**config.mk**
```make
export PLATFORM = sky130hd
export DESIGN_NAME = nts_ip_udp_csum
export DESIGN_NICKNAME = d
export VERILOG_FILES = /design/src/rtl/nts_ip_udp_csum.sv
export SDC_FILE = /design/constraint.sdc
export NUM_CORES = 1
export LEC_CHECK = 0
export BUFFER_PORTS_ARGS = -buffer_cell sky130_fd_sc_hd__buf_4
export CORE_MARGIN = 2
export CORE_UTILIZATION = 50
export DETAILED_ROUTE_END_ITERATION = 16
export PLACE_DENSITY = 0.67
export SLEW_MARGIN = 20
export SYNTH_ARGS = -nofsm -noshare
export SYNTH_HDL_FRONTEND = slang
export SYNTH_SLANG_ARGS = --single-unit
```
**constraint.sdc**
```tcl
create_clock -name i_clk -period 12.3 [get_ports i_clk]
set_clock_uncertainty 0.05 [all_clocks]
set_input_delay 0 -clock i_clk [delete_from_list [all_inputs] [get_ports i_clk]]
set_output_delay 0 -clock i_clk [all_outputs]
set_load 0.01 [all_outputs]
```
**src/rtl/nts_ip_udp_csum.sv**
```systemverilog
// Streaming IPv4 header and UDP checksum verifier fed by the receive parser's word stream.
// Lanes are summed with an end-around carry every cycle; two fold cycles then finish both sums.
module nts_ip_udp_csum #(
    parameter int ADDR_WIDTH = 10
) (
    input  logic        i_clk,
    input  logic        i_areset,
    input  logic        i_clear,
    input  logic        i_process,
    input  logic        i_last,
    input  logic [7:0]  i_last_word_data_valid,
    input  logic [63:0] i_data,
    input  logic        i_detect_ipv4,
    input  logic        i_detect_ipv4_bad,
    output logic        o_busy,
    output logic        o_done,
    output logic        o_ip_csum_good,
    output logic        o_udp_csum_good,
    output logic        o_udp_csum_zero,
    output logic        o_len_bad
);

    localparam int BW = ADDR_WIDTH + 18;
    localparam logic [ADDR_WIDTH-1:0] IDX_MAX = '1;

    typedef enum logic [2:0] {S_IDLE, S_ACCUM, S_FOLD1, S_FOLD2, S_DONE} state_t;
    state_t state, state_next;

    logic [63:0]           prev_data;
    logic [ADDR_WIDTH-1:0] word_idx;
    logic                  idx_full;
    logic                  overflow;
    logic [19:0]           ip_sum, udp_sum;
    logic [15:0]           udp_len;
    logic [7:0]            protocol;
    logic                  csum_zero;
    logic                  len_bad;

    logic                  first_word, add_en, last_overflow, frame_short, qualified;
    logic [ADDR_WIDTH-1:0] cur_idx;
    logic [7:0]            byte_mask;
    logic [63:0]           word_masked;
    logic [BW-1:0]         word_base, udp_end, byte_count;
    logic [19:0]           ip_lanes, udp_lanes, ip_next, udp_next, ip_fold, udp_fold;

    function automatic logic [19:0] fold(input logic [19:0] s);
        return {4'd0, s[15:0]} + {16'd0, s[19:16]};
    endfunction

    // Any word consumed outside ACCUM opens a new frame as word 0.
    assign first_word    = (state != S_ACCUM);
    assign cur_idx       = first_word ? '0 : word_idx;
    assign add_en        = !(state == S_ACCUM && idx_full);
    assign last_overflow = !first_word && (overflow || idx_full);

    assign byte_mask   = i_last ? i_last_word_data_valid : 8'hFF;
    assign word_base   = BW'({cur_idx, 3'b000});
    assign udp_end     = BW'(udp_len) + BW'(34);
    assign byte_count  = word_base + BW'($countones(byte_mask));
    assign frame_short = (byte_count < udp_end) || (cur_idx < ADDR_WIDTH'(5)) || (udp_len < 16'd8);

    always_comb begin
        word_masked = prev_data;
        for (int j = 0; j < 8; j++)
            if (!byte_mask[7-j]) word_masked[63-8*j -: 8] = 8'h00;
    end

    always_comb begin : lane_sum
        logic [BW-1:0] off;
        logic [15:0]   lane;
        off       = '0;
        lane      = '0;
        ip_lanes  = '0;
        udp_lanes = '0;
        for (int k = 0; k < 4; k++) begin
            off  = word_base + BW'(2 * k);
            lane = word_masked[63-16*k -: 16];
            if (off >= BW'(14) && off <= BW'(32))
                ip_lanes = ip_lanes + {4'd0, lane};
            // Up to word 4 only the address and UDP header lanes can fall past byte 25.
            if (cur_idx < ADDR_WIDTH'(5)) begin
                if (off >= BW'(26))
                    udp_lanes = udp_lanes + {4'd0, lane};
            end else if (off < udp_end) begin
                if (udp_len[0] && off == udp_end - BW'(1))
                    lane[7:0] = 8'h00;
                udp_lanes = udp_lanes + {4'd0, lane};
            end
        end
        if (cur_idx == ADDR_WIDTH'(5))
            udp_lanes = udp_lanes + 20'h00011 + {4'd0, udp_len};
    end

    assign ip_fold   = fold(ip_sum);
    assign udp_fold  = fold(udp_sum);
    assign ip_next   = first_word ? ip_lanes  : ip_fold  + ip_lanes;
    assign udp_next  = first_word ? udp_lanes : udp_fold + udp_lanes;
    assign qualified = i_detect_ipv4 && !i_detect_ipv4_bad && (protocol == 8'd17) && !len_bad;
    assign o_busy    = (state == S_ACCUM) || (state == S_FOLD1) || (state == S_FOLD2);

    always_comb begin
        state_next = state;
        case (state)
            S_IDLE, S_DONE: if (i_process) state_next = i_last ? S_FOLD1 : S_ACCUM;
            S_ACCUM:        if (i_process && i_last) state_next = S_FOLD1;
            S_FOLD1:        state_next = S_FOLD2;
            S_FOLD2:        state_next = S_DONE;
            default:        state_next = S_IDLE;
        endcase
    end

    always_ff @(posedge i_clk) begin
        if (i_areset || i_clear) state <= S_IDLE;
        else                     state <= state_next;
    end

    // NOTE: prev_data is a pure alignment stage, always written before it is read, so it has no reset.
    always_ff @(posedge i_clk) prev_data <= i_data;

    always_ff @(posedge i_clk) begin
        if (i_areset || i_clear) begin
            word_idx        <= '0;
            idx_full        <= 1'b0;
            overflow        <= 1'b0;
            ip_sum          <= '0;
            udp_sum         <= '0;
            udp_len         <= '0;
            protocol        <= '0;
            csum_zero       <= 1'b0;
            len_bad         <= 1'b0;
            o_done          <= 1'b0;
            o_ip_csum_good  <= 1'b0;
            o_udp_csum_good <= 1'b0;
            o_udp_csum_zero <= 1'b0;
            o_len_bad       <= 1'b0;
        end else begin
            o_done <= 1'b0;
            case (state)
                S_IDLE, S_ACCUM, S_DONE: begin
                    if (i_process) begin
                        if (first_word) begin
                            overflow        <= 1'b0;
                            csum_zero       <= 1'b0;
                            len_bad         <= 1'b0;
                            o_ip_csum_good  <= 1'b0;
                            o_udp_csum_good <= 1'b0;
                            o_udp_csum_zero <= 1'b0;
                            o_len_bad       <= 1'b0;
                        end
                        if (add_en) begin
                            ip_sum   <= ip_next;
                            udp_sum  <= udp_next;
                            idx_full <= (cur_idx == IDX_MAX);
                            if (cur_idx != IDX_MAX) word_idx <= cur_idx + 1'b1;
                            if (cur_idx == ADDR_WIDTH'(2)) protocol  <= word_masked[7:0];
                            if (cur_idx == ADDR_WIDTH'(4)) udp_len   <= word_masked[15:0];
                            if (cur_idx == ADDR_WIDTH'(5)) csum_zero <= (word_masked[63:48] == 16'h0000);
                        end else begin
                            overflow <= 1'b1;
                        end
                        if (i_last) len_bad <= frame_short || last_overflow;
                    end
                end
                S_FOLD1: begin
                    ip_sum  <= ip_fold;
                    udp_sum <= udp_fold;
                end
                S_FOLD2: begin
                    ip_sum          <= ip_fold;
                    udp_sum         <= udp_fold;
                    o_done          <= 1'b1;
                    o_ip_csum_good  <= qualified && (ip_fold[15:0] == 16'hFFFF);
                    o_udp_csum_good <= qualified && (csum_zero || udp_fold[15:0] == 16'hFFFF);
                    o_udp_csum_zero <= csum_zero;
                    o_len_bad       <= len_bad;
                end
                default: ;
            endcase
        end
    end

endmodule

```
==> run_summary.xml <==
<?xml version="1.0" encoding="UTF-8"?>
<metrics>
  <group name="run_status">
    <metric name="run_status" unit="">finished, final reports clean</metric>
  </group>
  <group name="clock_network">
    <metric name="htree_num_levels" unit="">4</metric>
    <metric name="clock_latency" unit="ns">0.50</metric>
    <metric name="clk_sinks" unit="">150</metric>
    <metric name="cts-buffers-inserted" unit="">17</metric>
    <metric name="cts_root_buf" unit="">clkbuf_16</metric>
    <metric name="cts.path.max_buffers" unit="">2</metric>
    <metric name="clock_tree_from_tritoncts" unit="">yes</metric>
    <metric name="clk_transition_reported_paths" unit="ns">0.07</metric>
  </group>
  <group name="floorplanning">
    <metric name="fp.dieH" unit="µm">200</metric>
    <metric name="die_width" unit="µm">200</metric>
    <metric name="boundaryPins" unit="">85</metric>
    <metric name="die_area" unit="µm²">39900</metric>
    <metric name="std_cell_rows" unit="">71</metric>
    <metric name="core_region_area" unit="µm²">37800</metric>
    <metric name="start_util" unit="">0.508</metric>
  </group>
  <group name="yosys">
    <metric name="synth_edf_count" unit="">0</metric>
    <metric name="syn-num-nets" unit="">2910</metric>
    <metric name="yosys_warnings" unit="">0</metric>
    <metric name="asyncSetResetFlopFracSynth" unit="">0</metric>
    <metric name="synth_seq_cells" unit="">150</metric>
    <metric name="average_size_of_a_mapped_cell" unit="µm²">7.42</metric>
    <metric name="top_count_cell_post_synth" unit="">nand2_1</metric>
    <metric name="netlist_instances" unit="">2584</metric>
    <metric name="synth-main-ff-cell" unit="">dfxtp_1</metric>
    <metric name="synth.area.top_cells" unit="">dfxtp_1 16%, ha_1 15%, xnor2_1 5.2%</metric>
    <metric name="netlist.area_leader.share" unit="">0.157</metric>
    <metric name="netlist.top_cell.by_area" unit="">dfxtp_1</metric>
    <metric name="netlist_area" unit="µm²">19200</metric>
    <metric name="synth_cell_type_count" unit="">100</metric>
    <metric name="ys_top_cells_by_count" unit="">249 x nand2_1, 229 x ha_1, 207 x nor2_1</metric>
    <metric name="synth_sequential_area_ratio" unit="">0.157</metric>
  </group>
  <group name="route">
    <metric name="vias_per_cell" unit="">6.41</metric>
    <metric name="route.vias.total" unit="">21000</metric>
    <metric name="totalWireLength" unit="mm">77.3</metric>
    <metric name="wl_per_cell" unit="µm">23.6</metric>
    <metric name="drtAntennaViolNets" unit="">0</metric>
    <metric name="drt_first_pass_iters" unit="">7</metric>
    <metric name="detailedRoute.firstIterationViolations" unit="">1953</metric>
    <metric name="drc_errors" unit="">0</metric>
  </group>
  <group name="pwr">
    <metric name="cell_internal_pwr" unit="W">0.000956</metric>
    <metric name="finalPower" unit="W">0.00144</metric>
    <metric name="max-vdd-ir-drop" unit="mV">0.108</metric>
    <metric name="p_sw_frac" unit="">0.337</metric>
    <metric name="power_leakage" unit="nW">9.77</metric>
    <metric name="total_switching_power" unit="W">0.000485</metric>
    <metric name="combPwrFrac" unit="">0.275</metric>
    <metric name="p_per_area" unit="nW/µm²">64.1</metric>
    <metric name="p_clk_frac" unit="">0.370</metric>
    <metric name="power.sequential.fraction" unit="">0.355</metric>
  </group>
  <group name="min_path">
    <metric name="hp-class" unit="">input port to flop</metric>
    <metric name="worstHoldPathCells" unit="">2</metric>
    <metric name="hold_start" unit="">i_data[40]</metric>
    <metric name="hold-path-endpoint" unit="">prev_data[40]</metric>
  </group>
  <group name="place">
    <metric name="gpl.final_weighted_congestion" unit="">1.03</metric>
    <metric name="hpwlAfterDp" unit="mm">61.1</metric>
    <metric name="placedCellCount" unit="">3170</metric>
    <metric name="detailedPlace.worstSlack" unit="ns">-0.113</metric>
    <metric name="detailed_place.area" unit="µm²">20800</metric>
    <metric name="io_buffers" unit="">84</metric>
  </group>
  <group name="grt">
    <metric name="grt_overflow_total" unit="">0</metric>
    <metric name="grt_busiest_layer" unit="">met2</metric>
    <metric name="globalRouteMet2Util" unit="">0.613</metric>
    <metric name="grt_pass1_wl" unit="mm">115</metric>
    <metric name="grt_max_degree" unit="">70</metric>
    <metric name="groute.layer.met1.usage" unit="">0.490</metric>
    <metric name="number_of_antenna_violations_at_the_first_check_in_global_routing" unit="">2</metric>
    <metric name="grt.total_usage" unit="">0.386</metric>
    <metric name="grt_pass1_vias" unit="">19600</metric>
    <metric name="globalRouteMet3Util" unit="">0.0805</metric>
  </group>
  <group name="run">
    <metric name="maxCapViolations" unit="">0</metric>
  </group>
  <group name="sta">
    <metric name="timing.max_slew.rel_slack" unit="">0.219</metric>
    <metric name="fmaxAchievable" unit="MHz">84.7</metric>
    <metric name="final-max-slew-violation-count" unit="">0</metric>
    <metric name="fin_crit_sh" unit="">0.960</metric>
    <metric name="final.setup.worst_slack" unit="ns">0.491</metric>
    <metric name="finalHoldViolations" unit="">0</metric>
    <metric name="timing_worst_slew_pin_value" unit="ns">1.16</metric>
    <metric name="final.min_clock_period" unit="ns">11.81</metric>
    <metric name="setup_violations" unit="">0</metric>
  </group>
  <group name="worst_setup_path">
    <metric name="critPathLaunchType" unit="">flop</metric>
    <metric name="cell_class_contributing_the_biggest_share_of_worst_path_delay" unit="">compound AO/OA/AOI/OAI gates</metric>
    <metric name="critPathMaxStageDelay" unit="ns">0.44</metric>
    <metric name="worst_path_max_delay_cell" unit="">a2111oi_2</metric>
    <metric name="worst-path-max-fanout" unit="">8</metric>
    <metric name="worst_path_most_repeated_cell" unit="">ha_1</metric>
    <metric name="setup.worst_path.end_class" unit="">flop</metric>
    <metric name="crit-reg2reg-capture" unit="">udp_sum[18]</metric>
    <metric name="cp_data_arrival_time" unit="ns">12.15</metric>
    <metric name="critPathBufInv" unit="">1</metric>
    <metric name="worstSetupPathType" unit="">flop to flop</metric>
    <metric name="timing.rr.start" unit="">udp_len[1]</metric>
    <metric name="worst-endpoint-required" unit="ns">12.64</metric>
    <metric name="r2r_setup_slack" unit="ns">0.49</metric>
    <metric name="ff2ff_path_depth" unit="">50</metric>
  </group>
  <group name="finish">
    <metric name="finish.utilization" unit="">0.596</metric>
    <metric name="total_inserted_antenna_cells" unit="">0</metric>
    <metric name="drive_gt1_frac" unit="">0.124</metric>
    <metric name="finish.cell_count_without_fillers" unit="">3279</metric>
    <metric name="final_cell_area" unit="µm²">22500</metric>
    <metric name="final_net_count" unit="">3081</metric>
    <metric name="layout_overhead_on_the_synthesized_area" unit="%">17.2</metric>
    <metric name="num-fill-cells" unit="">3546</metric>
  </group>
</metrics>
-- metrics by stage --
| stage | hold WS [ns] | TNS [ns] |
|---|---|---|
| CTS | 0.0647 | 0 |
| floorplan | -0.0223 | 0 |
| global placement | 0.0543 | -0.00899 |
| finish | 0.0914 | 0 |
| global route | 0.0818 | -0.0858 |
| detailed placement | 0.0555 | -0.150 |
-- placed cells by master, fill, tap and decap left out, types with 20 or more instances in the layout --
master           n
and3_1          25
ha_1           223
o211ai_1        26
a211oi_1        33
o22ai_1         46
o21ai_0        155
nor2b_1         50
o31ai_1         20
inv_1           99
nor2_1         205
and2_1          72
dlygate4sd3_1   71
xor2_1          73
a31oi_1         20
buf_4          182
nand4_1         27
dfxtp_1        145
a21o_1          65
a21oi_1        182
nand2_1        248
nor3_1          79
xnor2_1        109
o21a_1          36
or2_2           20
nand3_1         75
nand2b_1        36
-- power groups by stage --
stage | Sequential [W] | Combinational (W) | Clock (W)
after global routing | 0.000513 | 0.000428 | 0.000558
after CTS | 0.000512 | 0.000381 | 0.000541
after global placement | 0.000522 | 0.000355 | 0
final | 0.000512 | 0.000396 | 0.000532
after detailed placement | 0.000522 | 0.000361 | 0
after floorplan | 0.000518 | 0.000238 | 0
-- area by class of cell --
type | count | area (µm²) | share of cell area
clock buffers | 22 | 474 | 0.0211
clock inverters | 10 | 97.6 | 0.00434
inverters | 101 | 379 | 0.0169
multi-input cells | 2229 | 15800 | 0.701
flip-flops and latches | 150 | 3010 | 0.134
well taps | 511 | 639 | 0.0284
repair buffers | 256 | 2120 | 0.0942
-- registers in the layout (all words and copies together) (netlist names), 3 cells and up --
signal     flops
udp_len       16
protocol       8
word_idx      10
prev_data     64
ip_sum        20
udp_sum       20
state          3
-- worst max path at each step --
stage,from,end,cells after the start
6_report,udp_len[1],udp_sum[18],50
5_1_grt,udp_len[1],udp_sum[18],52
4_1_cts,udp_len[1],udp_sum[18],50
3_5_place_dp,udp_len[4],udp_sum[18],54
3_3_place_gp,udp_len[4],udp_sum[18],52
2_1_floorplan,state[0],udp_sum[18],55
-- cell families after synthesis --
| kind of cell | share of synthesized area |
|---|---|
| simple gates | 0.244 |
| compound gates | 0.293 |
| fa+ha+maj | 0.168 |
| mux | 0.00920 |
| flops | 0.157 |
| xor+xnor | 0.0873 |
| buf+inv | 0.0410 |
-- timing repair --
item,CTS,global route
hold buffers,71,0
hold endpoints to repair,79,0
resized for setup,4,74
setup endpoints to repair,2,10
pin swaps,0,8
buffers inserted,0,6
-- per-layer routing --
layer  routed length (µm)  share of wire
met1                32300           0.42
met2                34400           0.44
met3                 6420          0.083
met4                 4150          0.054
met5                   13        0.00017
(Power assumes the default switching activity.)
